--- src/rtl/cpu7_exu_ldsb.sv ---
// Load scoreboard: tracks up to DEPTH in-order outstanding loads and stalls
// decode only on RAW/WAW against a pending load or when the queue is full.
module cpu7_exu_ldsb #(
    parameter int DEPTH = 4,
    parameter int NREG  = 32,
    parameter int RA_W  = 5
) (
    input  logic                       clk,
    input  logic                       rst,
    input  logic                       instr_valid_d,
    input  logic                       ld_issue_d,
    input  logic [RA_W-1:0]            rd_d,
    input  logic                       wen_d,
    input  logic [RA_W-1:0]            rs1_d,
    input  logic                       rs1_en_d,
    input  logic [RA_W-1:0]            rs2_d,
    input  logic                       rs2_en_d,
    input  logic                       ld_ret_m,
    input  logic [RA_W-1:0]            ld_ret_rd_m,
    input  logic                       flush,
    output logic                       stall_req,
    output logic [$clog2(DEPTH):0]     pend_cnt,
    output logic                       empty,
    output logic                       full,
    output logic [NREG-1:0]            pend_mask,
    output logic                       err
);

    localparam int PW = $clog2(DEPTH);
    localparam int CW = PW + 1;

    logic [PW-1:0]   wr_ptr, wr_ptr_n;
    logic [PW-1:0]   rd_ptr, rd_ptr_n;
    logic [CW-1:0]   cnt_q, cnt_n;
    logic [DEPTH-1:0] vld_q, vld_n;
    logic [DEPTH-1:0] wen_q, wen_n;
    logic [RA_W-1:0] rd_q [DEPTH];
    logic [RA_W-1:0] rd_n [DEPTH];
    logic [NREG-1:0] mask_q, mask_n, eff_mask;
    logic            err_q, err_n;

    logic [RA_W-1:0] head_rd;
    logic            head_wen;
    logic            other_match;
    logic            raw1, raw2, waw, ovf;
    logic            push, pop;

    assign empty     = (cnt_q == '0);
    assign full      = (cnt_q == CW'(DEPTH));
    assign pend_cnt  = cnt_q;
    assign pend_mask = mask_q;
    assign err       = err_q;

    assign head_rd  = rd_q[rd_ptr];
    assign head_wen = vld_q[rd_ptr] & wen_q[rd_ptr];

    // Detect whether any younger pending load targets the same register as the head
    always_comb begin
        other_match = 1'b0;
        for (int i = 0; i < DEPTH; i++) begin
            if (PW'(i) != rd_ptr && vld_q[i] && wen_q[i] && rd_q[i] == head_rd)
                other_match = 1'b1;
        end
    end

    // Release the returning head's register in the same cycle unless a younger load still owns it
    always_comb begin
        eff_mask = mask_q;
        if (ld_ret_m && !empty && head_wen && !other_match)
            eff_mask[head_rd] = 1'b0;
    end

    assign raw1 = rs1_en_d & eff_mask[rs1_d];
    assign raw2 = rs2_en_d & eff_mask[rs2_d];
    assign waw  = wen_d & eff_mask[rd_d];
    assign ovf  = ld_issue_d & full & ~ld_ret_m;

    assign stall_req = instr_valid_d & ~flush & (raw1 | raw2 | waw | ovf);
    assign push      = instr_valid_d & ld_issue_d & ~stall_req & ~flush;
    assign pop       = ld_ret_m & ~empty & ~flush;

    // Next queue state: flush wipes everything, otherwise pop frees the head before push fills the tail
    always_comb begin
        wr_ptr_n = wr_ptr;
        rd_ptr_n = rd_ptr;
        cnt_n    = cnt_q;
        vld_n    = vld_q;
        wen_n    = wen_q;
        rd_n     = rd_q;
        err_n    = err_q;
        if (flush) begin
            wr_ptr_n = '0;
            rd_ptr_n = '0;
            cnt_n    = '0;
            vld_n    = '0;
        end else begin
            if (ld_ret_m && empty)
                err_n = 1'b1;
            if (pop) begin
                if (head_wen && ld_ret_rd_m != head_rd)
                    err_n = 1'b1;
                vld_n[rd_ptr] = 1'b0;
                rd_ptr_n      = rd_ptr + PW'(1);
            end
            if (push) begin
                vld_n[wr_ptr] = 1'b1;
                rd_n[wr_ptr]  = rd_d;
                wen_n[wr_ptr] = wen_d & (rd_d != '0);
                wr_ptr_n      = wr_ptr + PW'(1);
            end
            if (push && !pop)
                cnt_n = cnt_q + CW'(1);
            else if (pop && !push)
                cnt_n = cnt_q - CW'(1);
        end
    end

    // Pending-write bitmap rebuilt from the next-state entries so it is registered alongside them
    always_comb begin
        mask_n = '0;
        for (int i = 0; i < DEPTH; i++) begin
            if (vld_n[i] && wen_n[i])
                mask_n[rd_n[i]] = 1'b1;
        end
        mask_n[0] = 1'b0;
    end

    // State register with asynchronous reset; outstanding loads are forgotten on reset
    always_ff @(posedge clk or posedge rst) begin
        if (rst) begin
            wr_ptr <= '0;
            rd_ptr <= '0;
            cnt_q  <= '0;
            vld_q  <= '0;
            wen_q  <= '0;
            mask_q <= '0;
            err_q  <= 1'b0;
            for (int i = 0; i < DEPTH; i++)
                rd_q[i] <= '0;
        end else begin
            wr_ptr <= wr_ptr_n;
            rd_ptr <= rd_ptr_n;
            cnt_q  <= cnt_n;
            vld_q  <= vld_n;
            wen_q  <= wen_n;
            mask_q <= mask_n;
            err_q  <= err_n;
            rd_q   <= rd_n;
        end
    end

endmodule

--- config.mk ---
export PLATFORM = sky130hd
export DESIGN_NAME = cpu7_exu_ldsb
export DESIGN_NICKNAME = d
export VERILOG_FILES = /design/src/rtl/cpu7_exu_ldsb.sv
export SDC_FILE = /design/constraint.sdc
export NUM_CORES = 1
export LEC_CHECK = 0
export ABC_AREA = 0
export BUFFER_PORTS_ARGS = -buffer_cell sky130_fd_sc_hd__buf_2
export CORE_ASPECT_RATIO = 0.7
export CORE_MARGIN = 1
export CORE_UTILIZATION = 45
export CTS_BUF_LIST = sky130_fd_sc_hd__clkbuf_16
export CTS_CLUSTER_DIAMETER = 60
export DETAILED_ROUTE_END_ITERATION = 16
export MAX_ROUTING_LAYER = met4
export PLACE_DENSITY_LB_ADDON = 0.2
export SETUP_SLACK_MARGIN = 0.3
export SLEW_MARGIN = 10
export SYNTH_ARGS = -nofsm -noshare
export SYNTH_HDL_FRONTEND = slang
export SYNTH_SLANG_ARGS = --single-unit
export TNS_END_PERCENT = 50
--- constraint.sdc ---
create_clock -name clk -period 12.26 [get_ports clk]
set_input_delay 0.613 -clock clk [delete_from_list [all_inputs] [get_ports clk]]
set_output_delay 0.613 -clock clk [all_outputs]
set_load 0.02 [all_outputs]
# [Word-level counts from Yosys, hierarchy flattened]
# Cells that the tools add are included.
[word_totals] regBits=67 latchBits=0 ramBits=0 mem_bits_ro=0 in_bits=29 output_inout_bits=39 word_cells=174 n_memories=0
[op_classes] n_addsub=4 mul=0 n_div=0 n_lt_le_gt_ge=20 n_eq_ne=9 shift=0 muxes=58 bitwise=31 reduce_logical=41
[op_table] op="2-to-1 mux 32 bit" count=5
[op_table] op="OR 32 bit" count=3
[op_table] op="< comparator 5 x 6 -> 1 bit (second input constant)" count=8
[op_table] op="2-to-1 mux 20 bit" count=2
[op_table] op="AND 32 bit" count=1
[op_table] op="inverter 32 bit" count=1
[op_table] op="logical AND 1 bit" count=31
[op_table] op="demux 1 bit (select 5 bit)" count=5
[op_table] op=">= comparator 5 x 1 -> 1 bit (second input constant)" count=5
[op_table] op="2-to-1 mux 4 bit" count=6
[op_table] op="bitwise mux 20 bit" count=1
[op_table] op="== test 5 bit" count=4
[op_table] op="2-to-1 mux 1 bit" count=19
[op_table] op="binary-select mux 1 bit (select 5 bit)" count=3
[op_table] op="2-to-1 mux 5 bit" count=3
[op_table] op="AND 1 bit" count=14
[op_table] op="binary-select mux 5 bit (select 2 bit)" count=1
[op_table] op="demux 5 bit (select 2 bit)" count=1
[op_table] op="2-to-1 mux 3 bit" count=3
[op_table] op="2-to-1 mux 2 bit" count=4
[op_table] op=">= comparator 3 bit (second input constant)" count=2
[op_table] op="< comparator 2 x 3 -> 1 bit (second input constant)" count=2
[op_table] op="inverter 2 -> 3 bit" count=2
[op_table] op="nonzero test 2 bit" count=3
[op_table] op="other kinds (21)" count=34

# [Logic depth before layout (Yosys ltp)]
[depth] depth_word=36 mapped_depth=20 ltp_nobuf=16

# [Least setup slack after synthesis]
# OpenSTA, ideal clock, no wires.
[synth_path] path_type="reg2reg" start="register rd_ptr[0]" end="register mask_q[3], in the netlist pend_mask[3]" setup_time_ps=124 t_arrival_ps=3915 required_time_ps=12136 slack_ps=8221 path_stages_with_launch=19 path_buffers=4 period_less_slack_ps=4039 path_cell_list="dfrtp_1 > buf_6 > mux2i_1 > xnor2_1 > nor3_1 > a311oi_2 > o22ai_2 > buf_6 > buf_4 > nor3_1 > o22ai_1 > o31a_1 > nor4_4 > o21ai_4 > nor2_4 > buf_6 > a211oi_2 > a22o_1 > a211o_1"
[synth_via] elab_chain_cells=36 word_cells_on_any_way=107 classes_between="order compare (12); eq/ne (7); mux (42); bitwise (20); reduce/logical (26)"
[synth_lines] item="from (decl)" line_no="33" rtl="logic [PW-1:0] rd_ptr, rd_ptr_n;"
[synth_lines] item="from (signal assigned)" line_no="142" rtl="rd_ptr <= rd_ptr_n;"
[synth_lines] item="parallel branches: the longest is 35 deep, another holds < comparator 5 x 6 -> 1 bit"
[synth_lines] item="2-to-1 mux 32 bit *" line_no="122" rtl="if (vld_n[i] && wen_n[i])"
[synth_lines] item="net mask_n[3]" line_no="39" rtl="logic [NREG-1:0] mask_q, mask_n, eff_mask;"
[synth_lines] item="to (signal assigned)" line_no="146" rtl="mask_q <= mask_n;"
[synth_lines] item="to (decl)" line_no="39"
# Mark *: on every way through the listed nets, which the timed path passes. The select of a mux whose other input is x is not followed.
# A chain may end at the register's enable or synchronous reset.

# [Final worst setup path]
[layout_path] start="register rd_ptr[0]" end="register mask_q[31], in the netlist pend_mask[31]"
# The elaborated chain is that of the path after synthesis.

==> summary.txt <==
Pwr
  – Pwr/cell area: between 100 and 150 nW/µm²
  – Final Total Pwr: ~0.00097 W
  – Maximum VDD drop: about 84 µV
  – Leakage: between 2 and 3 nW

Placement
  – Port buffer count: between 60 and 70
  – Pre-CTS setup slack: about 6 ns
  – Routability Congestion: around 1.1
  – DP HPWL: 22200 µm

Final layout
  – Core Util, Final: roughly half
  – Commonest non-fill, non-tap cell in the layout: nand2_1
  – Layout area overhead: 8.80%
  – Nets: ~900
  – Highest-count cells in the layout ignoring fill and taps: nand2_1 (117), dfrtp_1 (67), buf_2 (66)
  – Layout cells sized above 1: approximately 16%

Status
  – Status: finished clean

Global routing
  – Remaining global-route overflow: 0
  – Initial antenna violation count: 1
  – Total global-route track usage: 40.2%
  – Vias in the first global route: 6956
  – First-pass GRT wire length: ~45000 µm
  – Pin count of the biggest net entering global routing: 68

Yosys
  – Mapped Area: 6810 µm²
  – Largest family of logic cells by synthesized area: simple AND/OR/NAND/NOR gates
  – Post-Synth Adder-Cell Area: under 10%
  – Synth async-reset ratio: 100%
  – Simple-Gate Fraction of Synth Area: roughly 30%
  – Flops & latches, synth: between 60 and 70
  – Synth cell types: 99
  – Synth Net Count: 877
  – Post-synthesis compound-gate area fraction: approximately a quarter
  – Synth Area in XOR/XNOR: approximately 5.7%
  – Synthesized area per cell: slightly above 8 µm²
  – Post-Synthesis Cells: between 800 and 900
  – Post-synthesis sequential area ratio: between 20% and 30%
  – Count of yosys warnings during synthesis: 0
  – Number of synthesized flops with an enable pin: 0
  – Prevailing post-synth register cell: dfrtp_1
  – Multiplexer share of the synthesized area: 6.94%

Clocking
  – CTS tree: yes
  – Setup bufs post-CTS: 0
  – Clk Latency, worst-skew pair: around 0.34 ns
  – H-tree depth: 3
  – Cts bufs inserted: 9
  – Clk slew on worst S/H paths: roughly 0.060 ns
  – CTS max path bufs: 2
  – CTS sink count: 67
  – Clk root buf: clkbuf_16
  – Post-CTS Hold Fix Bufs: 0
  – Post-CTS Resized: 0

Critical path
  – CP max-delay cell: dfrtp_1
  – Worst Path Arrival: around 6.9 ns
  – Crit Path Category: reg2reg
  – CP max FO: a little under 60
  – Crit-path cells: mux2i_1 > xnor2_1 > o41ai_1 > a22oi_1 > o22ai_4 > buf_4 > o21ai_0 > o211ai_1 > o31ai_1 > nor4_2 > nor2_1 > nand4_1 > nor3b_2 > a22oi_1 > o211ai_1
  – Crit-path leading delay family: compound AO/OA/AOI/OAI gates
  – Required time worst endpoint: approximately 12 ns
  – Max incr delay on CP: between 1 and 1.5 ns
  – Worst path bufs/invs: 1
  – Startpoint types: flip-flop
  – CP endpoint kind: flip-flop

Timing
  – Finish-stage setup viols: 0
  – Final hold violation count: 0
  – RSZ-0062 raised after global routing: false
  – Rel. slew slack: a little over a quarter
  – Tmin final: ~6.6 ns
  – Final Max Tran Viols: 0
  – Fmax: roughly 150 MHz
  – Final worst slack: 5.63 ns
  – Setup_tns: 0 ns
  – Measured slew at the worst slew-check pin: roughly 1.1 ns
  – Fin Hold WS: roughly 0.49 ns
  – Worst Clk Skew: 0.00940 ns
  – Period utilization: 54.1%

Routing
  – Antenna-violating nets left: 0
  – Post-DR wirelength/cell: between 20 and 30 µm
  – Drt drc: 0
  – DR vias/cell: around 7.2
  – DR iter-0 viols: between 1000 and 1500
  – TritonRoute pass-1 iters: 7
  – Routed wire length: ~30000 µm
  – Routed vias: around 7600

Floorplan
  – Core area: roughly 15000 µm²
  – Die footprint: about 16000 µm²
  – Die Y-Extent: 105 µm
  – Horiz. Die Dim: between 100 and 150 µm
  – Top-level I/O count: between 60 and 70
  – Initial core utilization: between 40% and 50%
  – Num rows: 37

Hold path
  – Worst Hold Class: reg2reg

Run
  – MaxCap Viol Count: 0
-- layout make-up --
class,count,area [µm²]
inverter,26,97.6
fill,1434,7310
clock inverter,7,45.0
antenna,1,2.50
clock buffer,9,225
multi-input combinational,678,4700
timing repair buffer,78,420
sequential,67,1680
tap,195,244
-- power breakdown --
part	leakage, nW	total, W	switching, W	internal [W]
Clock	0.131	0.000236	0.000100	0.000136
Sequential	0.910	0.000323	0.0000817	0.000241
Combinational	1.80	0.000407	0.000260	0.000147
Total	2.84	0.000966	0.000442	0.000524
-- metrics by stage --
step                instances  cell area (µm²)
global placement         1044             7140
detailed placement       1044             7140
global route             1061             7410
finish                   1061             7410
floorplan                 839             6810
CTS                      1060             7410
-- cells by family after synthesis --
logic type | Yosys count
fa+ha+maj | 9
other cells | 1
compound gates | 215
xor+xnor | 44
buf+inv | 94
simple gates | 372
flops | 67
mux | 37
-- state kept, by name, summed over array words and instances, names as in the netlist --
name	cells
wen_q	4
pend_cnt	3
rd_q	20
vld_q	4
wr_ptr	2
rd_ptr	2
pend_mask	31
err	1
-- synth_stat cells (all sizes together), types with 15 or more instances --
master / number / share of area (%)
nor3: 24 / 1.8
clkbuf: 39 / 2.2
nand4: 32 / 2.9
nand3: 33 / 2.4
buf: 29 / 2.9
a22oi: 20 / 2.2
mux2i: 15 / 2.3
o31ai: 15 / 1.7
mux2: 16 / 2.6
nor2: 52 / 3.0
nand2: 118 / 6.5
a21oi: 25 / 1.8
xnor2: 38 / 4.9
dfrtp: 67 / 25
inv: 25 / 1.4
nand2b: 17 / 1.6
o21ai: 25 / 2.0
nor2b: 16 / 1.5
nor3b: 15 / 1.8
-- layer usage --
layer  track usage (%)  wire length [µm]  up-vias
met1              60.7             13400     3613
met5                 -                 0        -
met2              49.2             11400      694
met3              13.6              4760       74
li1                  -                 -     3206
met4              10.8               792        0
-- final timing paths --
path	slack, ns	to	cells after the start	start
max	5.63	pend_mask[31]	15	rd_ptr[0]
min	0.49	err	1	err
max reg2reg	5.63	pend_mask[31]	15	rd_ptr[0]
min reg2reg	0.49	err	1	err
max in group asynchronous	11.14	pend_mask[30]	3	rst
min in group asynchronous	0.53	rd_q[6]	3	rst
No activity file was read; power rests on OpenSTA's default activity.
